### src/rtl/rip_mem_arbiter_if.sv
// ---------------------------------------------------------------------------
// rip_mem_arbiter_if
//
// Purpose:
//   Bundles the three handshake groups around the memory arbiter: the IF
//   fetch requester, the MA load/store requester and the single-port memory.
//
// Parameters:
//   ADDR_W  address width shared by both requesters and the memory port
//
// Signals (named as seen from the arbiter):
//   if_req/if_addr/if_kill              fetch request, address, flush kill
//   if_gnt/if_rvalid/if_rdata           fetch accept, response valid, data
//   ma_req/ma_we/ma_be/ma_addr/ma_wdata data request and payload
//   ma_gnt/ma_rvalid/ma_rdata           data accept, response valid, data
//   mem_req/mem_we/mem_be/mem_addr/
//   mem_wdata                           request towards the RAM
//   mem_gnt/mem_rvalid/mem_rdata        RAM accept and response
//
// Modports:
//   slave   the arbiter itself
//   master  the surrounding pipeline + RAM model driving the arbiter
// ---------------------------------------------------------------------------
interface rip_mem_arbiter_if #(
  parameter int ADDR_W = 32
) ();

  logic              if_req;
  logic [ADDR_W-1:0] if_addr;
  logic              if_kill;
  logic              if_gnt;
  logic              if_rvalid;
  logic [31:0]       if_rdata;

  logic              ma_req;
  logic              ma_we;
  logic [3:0]        ma_be;
  logic [ADDR_W-1:0] ma_addr;
  logic [31:0]       ma_wdata;
  logic              ma_gnt;
  logic              ma_rvalid;
  logic [31:0]       ma_rdata;

  logic              mem_req;
  logic              mem_we;
  logic [3:0]        mem_be;
  logic [ADDR_W-1:0] mem_addr;
  logic [31:0]       mem_wdata;
  logic              mem_gnt;
  logic              mem_rvalid;
  logic [31:0]       mem_rdata;

  modport slave (
    input  if_req, if_addr, if_kill,
    output if_gnt, if_rvalid, if_rdata,
    input  ma_req, ma_we, ma_be, ma_addr, ma_wdata,
    output ma_gnt, ma_rvalid, ma_rdata,
    output mem_req, mem_we, mem_be, mem_addr, mem_wdata,
    input  mem_gnt, mem_rvalid, mem_rdata
  );

  modport master (
    output if_req, if_addr, if_kill,
    input  if_gnt, if_rvalid, if_rdata,
    output ma_req, ma_we, ma_be, ma_addr, ma_wdata,
    input  ma_gnt, ma_rvalid, ma_rdata,
    input  mem_req, mem_we, mem_be, mem_addr, mem_wdata,
    output mem_gnt, mem_rvalid, mem_rdata
  );

endinterface

### src/rtl/rip_mem_arbiter.sv
// ---------------------------------------------------------------------------
// rip_mem_arbiter
//
// Purpose:
//   Shares one single-port memory between the IF fetch requester and the MA
//   load/store requester. MA has fixed priority, but after MA_STREAK_MAX
//   consecutive MA grants while IF is waiting, IF wins the next contended
//   arbitration. Only one transaction is outstanding at a time. A kill from
//   the pipeline (jump flush) makes the arbiter swallow the pending fetch
//   response instead of presenting it to IF.
//
// Parameters:
//   ADDR_W         address width of both requesters and the memory port
//   MA_STREAK_MAX  max consecutive MA grants while IF waits (1..15)
//
// Ports:
//   clk                single clock, posedge
//   rst                synchronous active-high reset
//   bus                rip_mem_arbiter_if.slave: IF, MA and memory handshakes
//   perf_conflict_cnt  IDLE cycles with both requesters asking
//   perf_kill_cnt      fetch responses dropped because of a kill
//
// Configuration:
//   RIP_ARB_PERF_EN    when defined the two perf counters are implemented;
//                      otherwise both ports read constant zero and no counter
//                      flops exist. Arbitration behaviour is identical.
// ---------------------------------------------------------------------------
module rip_mem_arbiter #(
  parameter int ADDR_W        = 32,
  parameter int MA_STREAK_MAX = 4
) (
  input  logic                 clk,
  input  logic                 rst,
  rip_mem_arbiter_if.slave     bus,
  output logic [31:0]          perf_conflict_cnt,
  output logic [31:0]          perf_kill_cnt
);

  localparam logic [3:0]        STREAK_MAX = 4'(MA_STREAK_MAX);
  localparam logic [ADDR_W-1:0] ADDR_ZERO  = '0;

  typedef enum logic [1:0] {
    IDLE,
    WAIT_IF,
    WAIT_MA
  } state_t;

  state_t     state_q, state_d;
  logic [3:0] streak_q, streak_d;
  logic       kill_pend_q, kill_pend_d;
  logic       ma_store_q, ma_store_d;
  logic       ma_owner;

  // State register. Reset wins over everything, so a transaction in flight
  // is abandoned and any late response will arrive while IDLE and be dropped.
  always_ff @(posedge clk) begin
    if (rst) begin
      state_q     <= IDLE;
      streak_q    <= '0;
      kill_pend_q <= 1'b0;
      ma_store_q  <= 1'b0;
    end else begin
      state_q     <= state_d;
      streak_q    <= streak_d;
      kill_pend_q <= kill_pend_d;
      ma_store_q  <= ma_store_d;
    end
  end

  // Next-state and output decode. All outputs are forced low while rst is
  // high so the memory never accepts a request the arbiter is about to
  // forget. In IDLE the memory request is a combinational view of the
  // winning requester; in the WAIT states requests are held off and the
  // memory response is steered back to the owner.
  always_comb begin
    state_d        = state_q;
    streak_d       = streak_q;
    kill_pend_d    = kill_pend_q;
    ma_store_d     = ma_store_q;
    ma_owner       = 1'b0;

    bus.mem_req    = 1'b0;
    bus.mem_we     = 1'b0;
    bus.mem_be     = 4'h0;
    bus.mem_addr   = ADDR_ZERO;
    bus.mem_wdata  = 32'h0;
    bus.if_gnt     = 1'b0;
    bus.if_rvalid  = 1'b0;
    bus.if_rdata   = 32'h0;
    bus.ma_gnt     = 1'b0;
    bus.ma_rvalid  = 1'b0;
    bus.ma_rdata   = 32'h0;

    if (!rst) begin
      case (state_q)
        IDLE: begin
          // MA wins unless IF is also waiting and MA already had its streak.
          ma_owner    = bus.ma_req & (~bus.if_req | (streak_q < STREAK_MAX));
          bus.mem_req = bus.if_req | bus.ma_req;

          if (ma_owner) begin
            bus.mem_we    = bus.ma_we;
            bus.mem_be    = bus.ma_be;
            bus.mem_addr  = bus.ma_addr;
            bus.mem_wdata = bus.ma_wdata;
          end else if (bus.if_req) begin
            bus.mem_be    = 4'hF;
            bus.mem_addr  = bus.if_addr;
          end

          // The streak only means something while IF is actually waiting.
          if (!bus.if_req) begin
            streak_d = '0;
          end

          if (bus.mem_req && bus.mem_gnt) begin
            if (ma_owner) begin
              bus.ma_gnt = 1'b1;
              ma_store_d = bus.ma_we;
              state_d    = WAIT_MA;
              if (bus.if_req && (streak_q < STREAK_MAX)) begin
                streak_d = streak_q + 4'd1;
              end
            end else begin
              // A kill arriving with the grant still lets the grant happen;
              // the response is swallowed later.
              bus.if_gnt  = 1'b1;
              streak_d    = '0;
              kill_pend_d = bus.if_kill;
              state_d     = WAIT_IF;
            end
          end
        end

        WAIT_IF: begin
          if (bus.mem_rvalid) begin
            state_d     = IDLE;
            kill_pend_d = 1'b0;
            if (!(bus.if_kill || kill_pend_q)) begin
              bus.if_rvalid = 1'b1;
              bus.if_rdata  = bus.mem_rdata;
            end
          end else if (bus.if_kill) begin
            kill_pend_d = 1'b1;
          end
        end

        WAIT_MA: begin
          if (bus.mem_rvalid) begin
            state_d       = IDLE;
            bus.ma_rvalid = 1'b1;
            bus.ma_rdata  = ma_store_q ? 32'h0 : bus.mem_rdata;
          end
        end

        default: begin
          state_d = IDLE;
        end
      endcase
    end
  end

`ifdef RIP_ARB_PERF_EN
  logic        conflict_evt;
  logic        kill_evt;
  logic [31:0] conflict_cnt_q;
  logic [31:0] kill_cnt_q;

  // Contention is only counted where arbitration happens (IDLE); a dropped
  // fetch is the WAIT_IF response cycle with a live or remembered kill.
  assign conflict_evt = ~rst & (state_q == IDLE) & bus.if_req & bus.ma_req;
  assign kill_evt     = ~rst & (state_q == WAIT_IF) & bus.mem_rvalid &
                        (bus.if_kill | kill_pend_q);

  // Free-running event counters, wrapping modulo 2^32.
  always_ff @(posedge clk) begin
    if (rst) begin
      conflict_cnt_q <= 32'h0;
      kill_cnt_q     <= 32'h0;
    end else begin
      if (conflict_evt) begin
        conflict_cnt_q <= conflict_cnt_q + 32'd1;
      end
      if (kill_evt) begin
        kill_cnt_q <= kill_cnt_q + 32'd1;
      end
    end
  end

  assign perf_conflict_cnt = conflict_cnt_q;
  assign perf_kill_cnt     = kill_cnt_q;
`else
  assign perf_conflict_cnt = 32'h0;
  assign perf_kill_cnt     = 32'h0;
`endif

endmodule

### src/flat_wrapper.sv
// flat-port wrapper written by rule: the top's interface ports become plain ports
module rip_mem_arbiter_flat 
#(
  parameter int ADDR_W        = 32,
  parameter int MA_STREAK_MAX = 4
)
  (clk, rst, perf_conflict_cnt, perf_kill_cnt, bus_if_req, bus_if_addr, bus_if_kill, bus_if_gnt, bus_if_rvalid, bus_if_rdata, bus_ma_req, bus_ma_we, bus_ma_be, bus_ma_addr, bus_ma_wdata, bus_ma_gnt, bus_ma_rvalid, bus_ma_rdata, bus_mem_req, bus_mem_we, bus_mem_be, bus_mem_addr, bus_mem_wdata, bus_mem_gnt, bus_mem_rvalid, bus_mem_rdata);
  rip_mem_arbiter_if #(.ADDR_W(ADDR_W)) bus_i ();
  input  logic clk;
  input  logic rst;
  output logic [31:0] perf_conflict_cnt;
  output logic [31:0] perf_kill_cnt;
  input wire logic [$bits(bus_i.if_req)-1:0] bus_if_req;
  input wire logic [$bits(bus_i.if_addr)-1:0] bus_if_addr;
  input wire logic [$bits(bus_i.if_kill)-1:0] bus_if_kill;
  output wire logic [$bits(bus_i.if_gnt)-1:0] bus_if_gnt;
  output wire logic [$bits(bus_i.if_rvalid)-1:0] bus_if_rvalid;
  output wire logic [$bits(bus_i.if_rdata)-1:0] bus_if_rdata;
  input wire logic [$bits(bus_i.ma_req)-1:0] bus_ma_req;
  input wire logic [$bits(bus_i.ma_we)-1:0] bus_ma_we;
  input wire logic [$bits(bus_i.ma_be)-1:0] bus_ma_be;
  input wire logic [$bits(bus_i.ma_addr)-1:0] bus_ma_addr;
  input wire logic [$bits(bus_i.ma_wdata)-1:0] bus_ma_wdata;
  output wire logic [$bits(bus_i.ma_gnt)-1:0] bus_ma_gnt;
  output wire logic [$bits(bus_i.ma_rvalid)-1:0] bus_ma_rvalid;
  output wire logic [$bits(bus_i.ma_rdata)-1:0] bus_ma_rdata;
  output wire logic [$bits(bus_i.mem_req)-1:0] bus_mem_req;
  output wire logic [$bits(bus_i.mem_we)-1:0] bus_mem_we;
  output wire logic [$bits(bus_i.mem_be)-1:0] bus_mem_be;
  output wire logic [$bits(bus_i.mem_addr)-1:0] bus_mem_addr;
  output wire logic [$bits(bus_i.mem_wdata)-1:0] bus_mem_wdata;
  input wire logic [$bits(bus_i.mem_gnt)-1:0] bus_mem_gnt;
  input wire logic [$bits(bus_i.mem_rvalid)-1:0] bus_mem_rvalid;
  input wire logic [$bits(bus_i.mem_rdata)-1:0] bus_mem_rdata;
  assign bus_i.if_req = bus_if_req;
  assign bus_i.if_addr = bus_if_addr;
  assign bus_i.if_kill = bus_if_kill;
  assign bus_if_gnt = bus_i.if_gnt;
  assign bus_if_rvalid = bus_i.if_rvalid;
  assign bus_if_rdata = bus_i.if_rdata;
  assign bus_i.ma_req = bus_ma_req;
  assign bus_i.ma_we = bus_ma_we;
  assign bus_i.ma_be = bus_ma_be;
  assign bus_i.ma_addr = bus_ma_addr;
  assign bus_i.ma_wdata = bus_ma_wdata;
  assign bus_ma_gnt = bus_i.ma_gnt;
  assign bus_ma_rvalid = bus_i.ma_rvalid;
  assign bus_ma_rdata = bus_i.ma_rdata;
  assign bus_mem_req = bus_i.mem_req;
  assign bus_mem_we = bus_i.mem_we;
  assign bus_mem_be = bus_i.mem_be;
  assign bus_mem_addr = bus_i.mem_addr;
  assign bus_mem_wdata = bus_i.mem_wdata;
  assign bus_i.mem_gnt = bus_mem_gnt;
  assign bus_i.mem_rvalid = bus_mem_rvalid;
  assign bus_i.mem_rdata = bus_mem_rdata;
  rip_mem_arbiter #(.ADDR_W(ADDR_W), .MA_STREAK_MAX(MA_STREAK_MAX)) u_core (.clk(clk), .rst(rst), .bus(bus_i), .perf_conflict_cnt(perf_conflict_cnt), .perf_kill_cnt(perf_kill_cnt));
endmodule
### config.mk
export PLATFORM = sky130hd
export DESIGN_NAME = rip_mem_arbiter_flat
export DESIGN_NICKNAME = d
export VERILOG_FILES = /design/src/rtl/rip_mem_arbiter_if.sv /design/src/rtl/rip_mem_arbiter.sv /design/src/flat_wrapper.sv
export SDC_FILE = /design/constraint.sdc
export NUM_CORES = 1
export LEC_CHECK = 0
export BUFFER_PORTS_ARGS = -buffer_cell sky130_fd_sc_hd__buf_2
export CAP_MARGIN = 15
export CORE_AREA = 3 3 133 135
export DETAILED_ROUTE_END_ITERATION = 16
export DIE_AREA = 0 0 136 138
export PLACE_DENSITY = 0.4
export SLEW_MARGIN = 20
export SYNTH_ARGS = -nofsm -noshare
export SYNTH_HDL_FRONTEND = slang
export SYNTH_SLANG_ARGS = --single-unit
### constraint.sdc
create_clock -name clk -period 2.45 [get_ports clk]
set_input_delay 0.735 -clock clk [delete_from_list [all_inputs] [get_ports clk]]
set_output_delay 0.735 -clock clk [all_outputs]
set_load 0.03 [all_outputs]
Word-level counts from Yosys, hierarchy flattened
Cells that the tools add are included.
- word-level logic and storage cells: 77
- flip-flop bits (word level): 8
- output and inout bits: 202
- input bits: 140
- $lt $le $gt $ge: 1
- eq/ne operators: 6
- reductions and logical operators: 9
- $add $sub $neg: 1
- bitwise operators: 4
- mux-type cells: 52
- operator list (operator ; count):
    $mux W32 ; 15
    $mux W4 ; 8
    $mux W1 ; 24
    $mux W2 ; 3
    $add A4 B1 Y4 const B ; 1
    $lt A4 B3 Y1 const B ; 1
    $ne A2 B1 Y1 const B ; 2
    $pmux W2 S2 ; 1
    $reduce_and A4 Y1 ; 1
    $ne A3 B3 Y1 const B ; 1
    $reduce_and A3 Y1 ; 1
    $eq A2 B1 Y1 const B ; 1
    $eq A2 B2 Y1 const B ; 1
    $logic_and A1 B1 Y1 ; 2
    $logic_not A2 Y1 ; 1
    $ne A2 B2 Y1 const B ; 1
    $or A1 B1 Y1 ; 2
    $pmux W1 S2 ; 1
    $reduce_and A2 Y1 ; 1
    $reduce_bool A2 Y1 ; 1
    $reduce_or A2 Y1 ; 1
    $and A1 B1 Y1 ; 1
    $logic_or A1 B1 Y1 ; 1
    $not A1 Y1 ; 1

Depth between registers and ports, before layout
- depth in word-level cells: 7
- mapped depth: 7
- mapped depth without buffers: 5

Least setup slack after synthesis
Ideal clock, no wire load.
- kind: input -> output
- from: input port rst
- to: output port bus_if_rdata[22]
- data required time: 1.715 ns
- path slack: -0.319 ns
- arrival: 2.034 ns
- buffers on the path: 2
- stages on the path: 5
- cells stage by stage: buf_2 -> inv_1 -> and4_1 -> clkbuf_1 -> and2_1
- word-level cells in the longest chain between the ends: 1
- ends and longest elaborated chain (what ; line ; RTL):
    start: declaration ; flat_wrapper.sv:10 ; input logic rst;
    $mux W32 ; rip_mem_arbiter.sv:94 ; if (!rst) begin
    end: declaration ; flat_wrapper.sv:18 ; output wire logic [$bits(bus_i.if_rdata)-1:0] bus_if_rdata;
No other way between the ends.

Worst setup path in the final report
- from: input port rst
- to: output port bus_mem_wdata[0]
- word-level cells in the longest chain between the ends: 1
- ends and longest elaborated chain (what ; line ; RTL):
    $mux W32 ; rip_mem_arbiter.sv:94 ;
    end: declaration ; flat_wrapper.sv:31 ; output wire logic [$bits(bus_i.mem_wdata)-1:0] bus_mem_wdata;
No other way between the ends.

==> impl_metrics.ini <==
[outcome]
status = complete, but fails checks
violations = negative setup slack

[timing]
setup_slack_ps = -67.8
rsz0062_at_grt = yes
setup_viol = 64
post-route-period-util = 1.03
drv_slew = 0
finalCriticalPeriod_ps = 2520
setup_tns_ps = -2820
fin_skew_ps = 3.11
fmax_mhz = 397
hold_viol = 0

[synthesis]
synth_top_area_cell = and2_1
synth_edf_count = 0
ys_seq_elements = 8
synth_top_flop_cell = dfxtp_1
synth_top_area_frac = 0.257
seq_area_frac_synth = 0.0678
synth_area_leaders = and2_1, buf_4, o211ai_1, a21oi_1, nand3_1
async_reset_ff_frac = 0
netlist_area_um2 = 2360
ys_warn_count = 0
ys_top_cells_by_count = and2_1, buf_4, a21oi_1
synthDistinctLibCells = 36
avgSynthCellArea_um2 = 6.46
synth_cells = 366
yosysMostFrequentCell = and2_1

[cts]
cts_buffer_depth = 2
cts_tree = built
cts_root_buffer = clkbuf_16
cts.clk_slew.worst_paths_ps = 30
cts_htree_levels = 1
cts.sinks = 8
clk_latency_ps = 230
postCtsHoldBufs = 0
cts_buffers = 3

[power]
power.leakage_nw = 2.78
ir_drop_v = 0.000167
powerDensity_nw_per_um2 = 286

[cells_and_area]
drive_above_1_share = 0.727
fin_nets = 808
area_delta_synth_final_pct = 133
stdcell_count = 882
antenna_cells = 0

[worst_setup_path]
critPathLaunchType = input pin
max_stage_delay_ps = 210
path_common_cell = buf_12
slowest_stage = nor3b_4
critPathKind = in -> out
crit_chain = buf_12, buf_4, nor3b_4, buf_12, clkbuf_16, and2_4, buf_6
cp.arrival_ps = 1780
worstPathMaxFanout = 8
worstPathRequired_ps = 1710
endpoint_kind = primary output

[placement]
dp_hpwl_um = 10600
port_buffers = 277
numPlacedInstances = 861
gp_congestion = 0.760

[detailed_routing]
drc_errors = 0
wl_per_cell_um = 15.7
ant_nets = 0
drt-total-wl_um = 13800
drt_iter0_markers = 67
viasPerCell = 4.09
first_pass_iters = 4
via_count = 3609

[die]
row_count = 47
dieArea_um2 = 18800
initial_utilization = 0.143
ios = 342
die_y_um = 138
die_x_um = 136
coreArea_um2 = 16600

[global_route]
grt.overflow.total = 0
antenna_found_initial = 0
grt_max_degree = 34
track_usage = 0.128
grt_pass1_vias = 3549
grt_first_pass_wirelength_um = 19200

[job]
max_cap_viol_count = 0

[min_path]
hp-class = reg -> reg
-- through the flow --
stage	utilization	setup slack (ps)	cell area [um^2]	power, mW	hold slack, ps
after floorplan	-	-42.8	2980	0.836	449
after global placement	0.263	-258	4360	1.09	470
after detailed placement	0.263	-249	4360	1.08	465
after CTS	0.320	-65.7	5300	1.54	470
after global routing	0.332	-112	5500	1.65	513
final	0.332	-67.8	5500	1.57	466
-- flip-flops by register name (all words and copies together), names as in the netlist --
| signal | cells |
|---|---|
| u_core.streak_q | 4 |
| u_core.state_q | 2 |
| u_core.kill_pend_q | 1 |
| u_core.ma_store_q | 1 |
-- power by group --
group          internal [mW]  total [mW]  switching [mW]
logic                  0.478        1.15           0.676
registers              0.140       0.148         0.00719
clock network          0.210       0.272          0.0617
total                  0.828        1.57           0.745
-- worst max-delay path: cells and delay by family --
kind / cells / cell delay (ps)
AND/OR/NAND/NOR: 2 / 350
buffers and inverters: 5 / 690
-- path summary, 6_finish.rpt --
path | from | endpoint | slack, ps | cells after the start
min | u_core.streak_q[1]$_SDFFE_PP0P_ | u_core.streak_q[1]$_SDFFE_PP0P_ | 470 | 2
max reg2reg | u_core.state_q[0]$_SDFFE_PP0P_ | u_core.kill_pend_q$_SDFFE_PP0P_ | 820 | 6
min reg2reg | u_core.streak_q[1]$_SDFFE_PP0P_ | u_core.streak_q[1]$_SDFFE_PP0P_ | 470 | 2
max | rst | bus_mem_wdata[0] | -70 | 7
-- cell families (layout without fill, tap and decap cells) --
| logic type | Yosys count | count (layout) | share of synthesized area |
|---|---|---|---|
| adder cells (fa/ha/maj) | 4 | 4 | 0.0212 |
| buffers and inverters | 104 | 337 | 0.269 |
| flip-flops | 8 | 8 | 0.0678 |
| AND/OR/NAND/NOR | 163 | 163 | 0.412 |
| AO/OA/AOI/OAI | 84 | 84 | 0.219 |
| multiplexers | 2 | 2 | 0.00900 |
| other | 1 | 64 | 0.00159 |
-- layout by cell type (no fill, tap or decap), types with 5 or more instances in the layout --
master       n
clkbuf_16    5
a21oi_4     14
buf_12      11
buf_2      172
a21oi_2     17
and2_4      74
buf_6       77
buf_16       6
dfxtp_1      7
o211ai_1    32
buf_4       41
clkbuf_4    16
conb_1      64
nand3_1     36
and2_2      21
a21oi_1     11
-- area by class of cell --
type | instances | area (um^2)
multi-input combinational | 317 | 2320
fill | 1723 | 11100
clock buffer | 3 | 75.1
inverter | 5 | 21.3
sequential | 8 | 161
timing repair buffer | 329 | 2650
tap | 220 | 275
-- timing repair --
item | in CTS | in global routing
gates cloned | 6 | 2
setup endpoints to repair | 106 | 125
pin swaps | 47 | 32
gates resized for setup | 223 | 65
setup buffers | 9 | 1
-- layer usage --
metal / global-route usage / vias to the layer above / part of all wire
met1: 0.113 / 1643 / 0.30
li1: - / 1712 / -
met4: 0.0377 / 0 / 0.028
met2: 0.271 / 232 / 0.56
met5: 0 / - / 0
met3: 0.0331 / 22 / 0.11
Power figures use the tool's default switching activity.
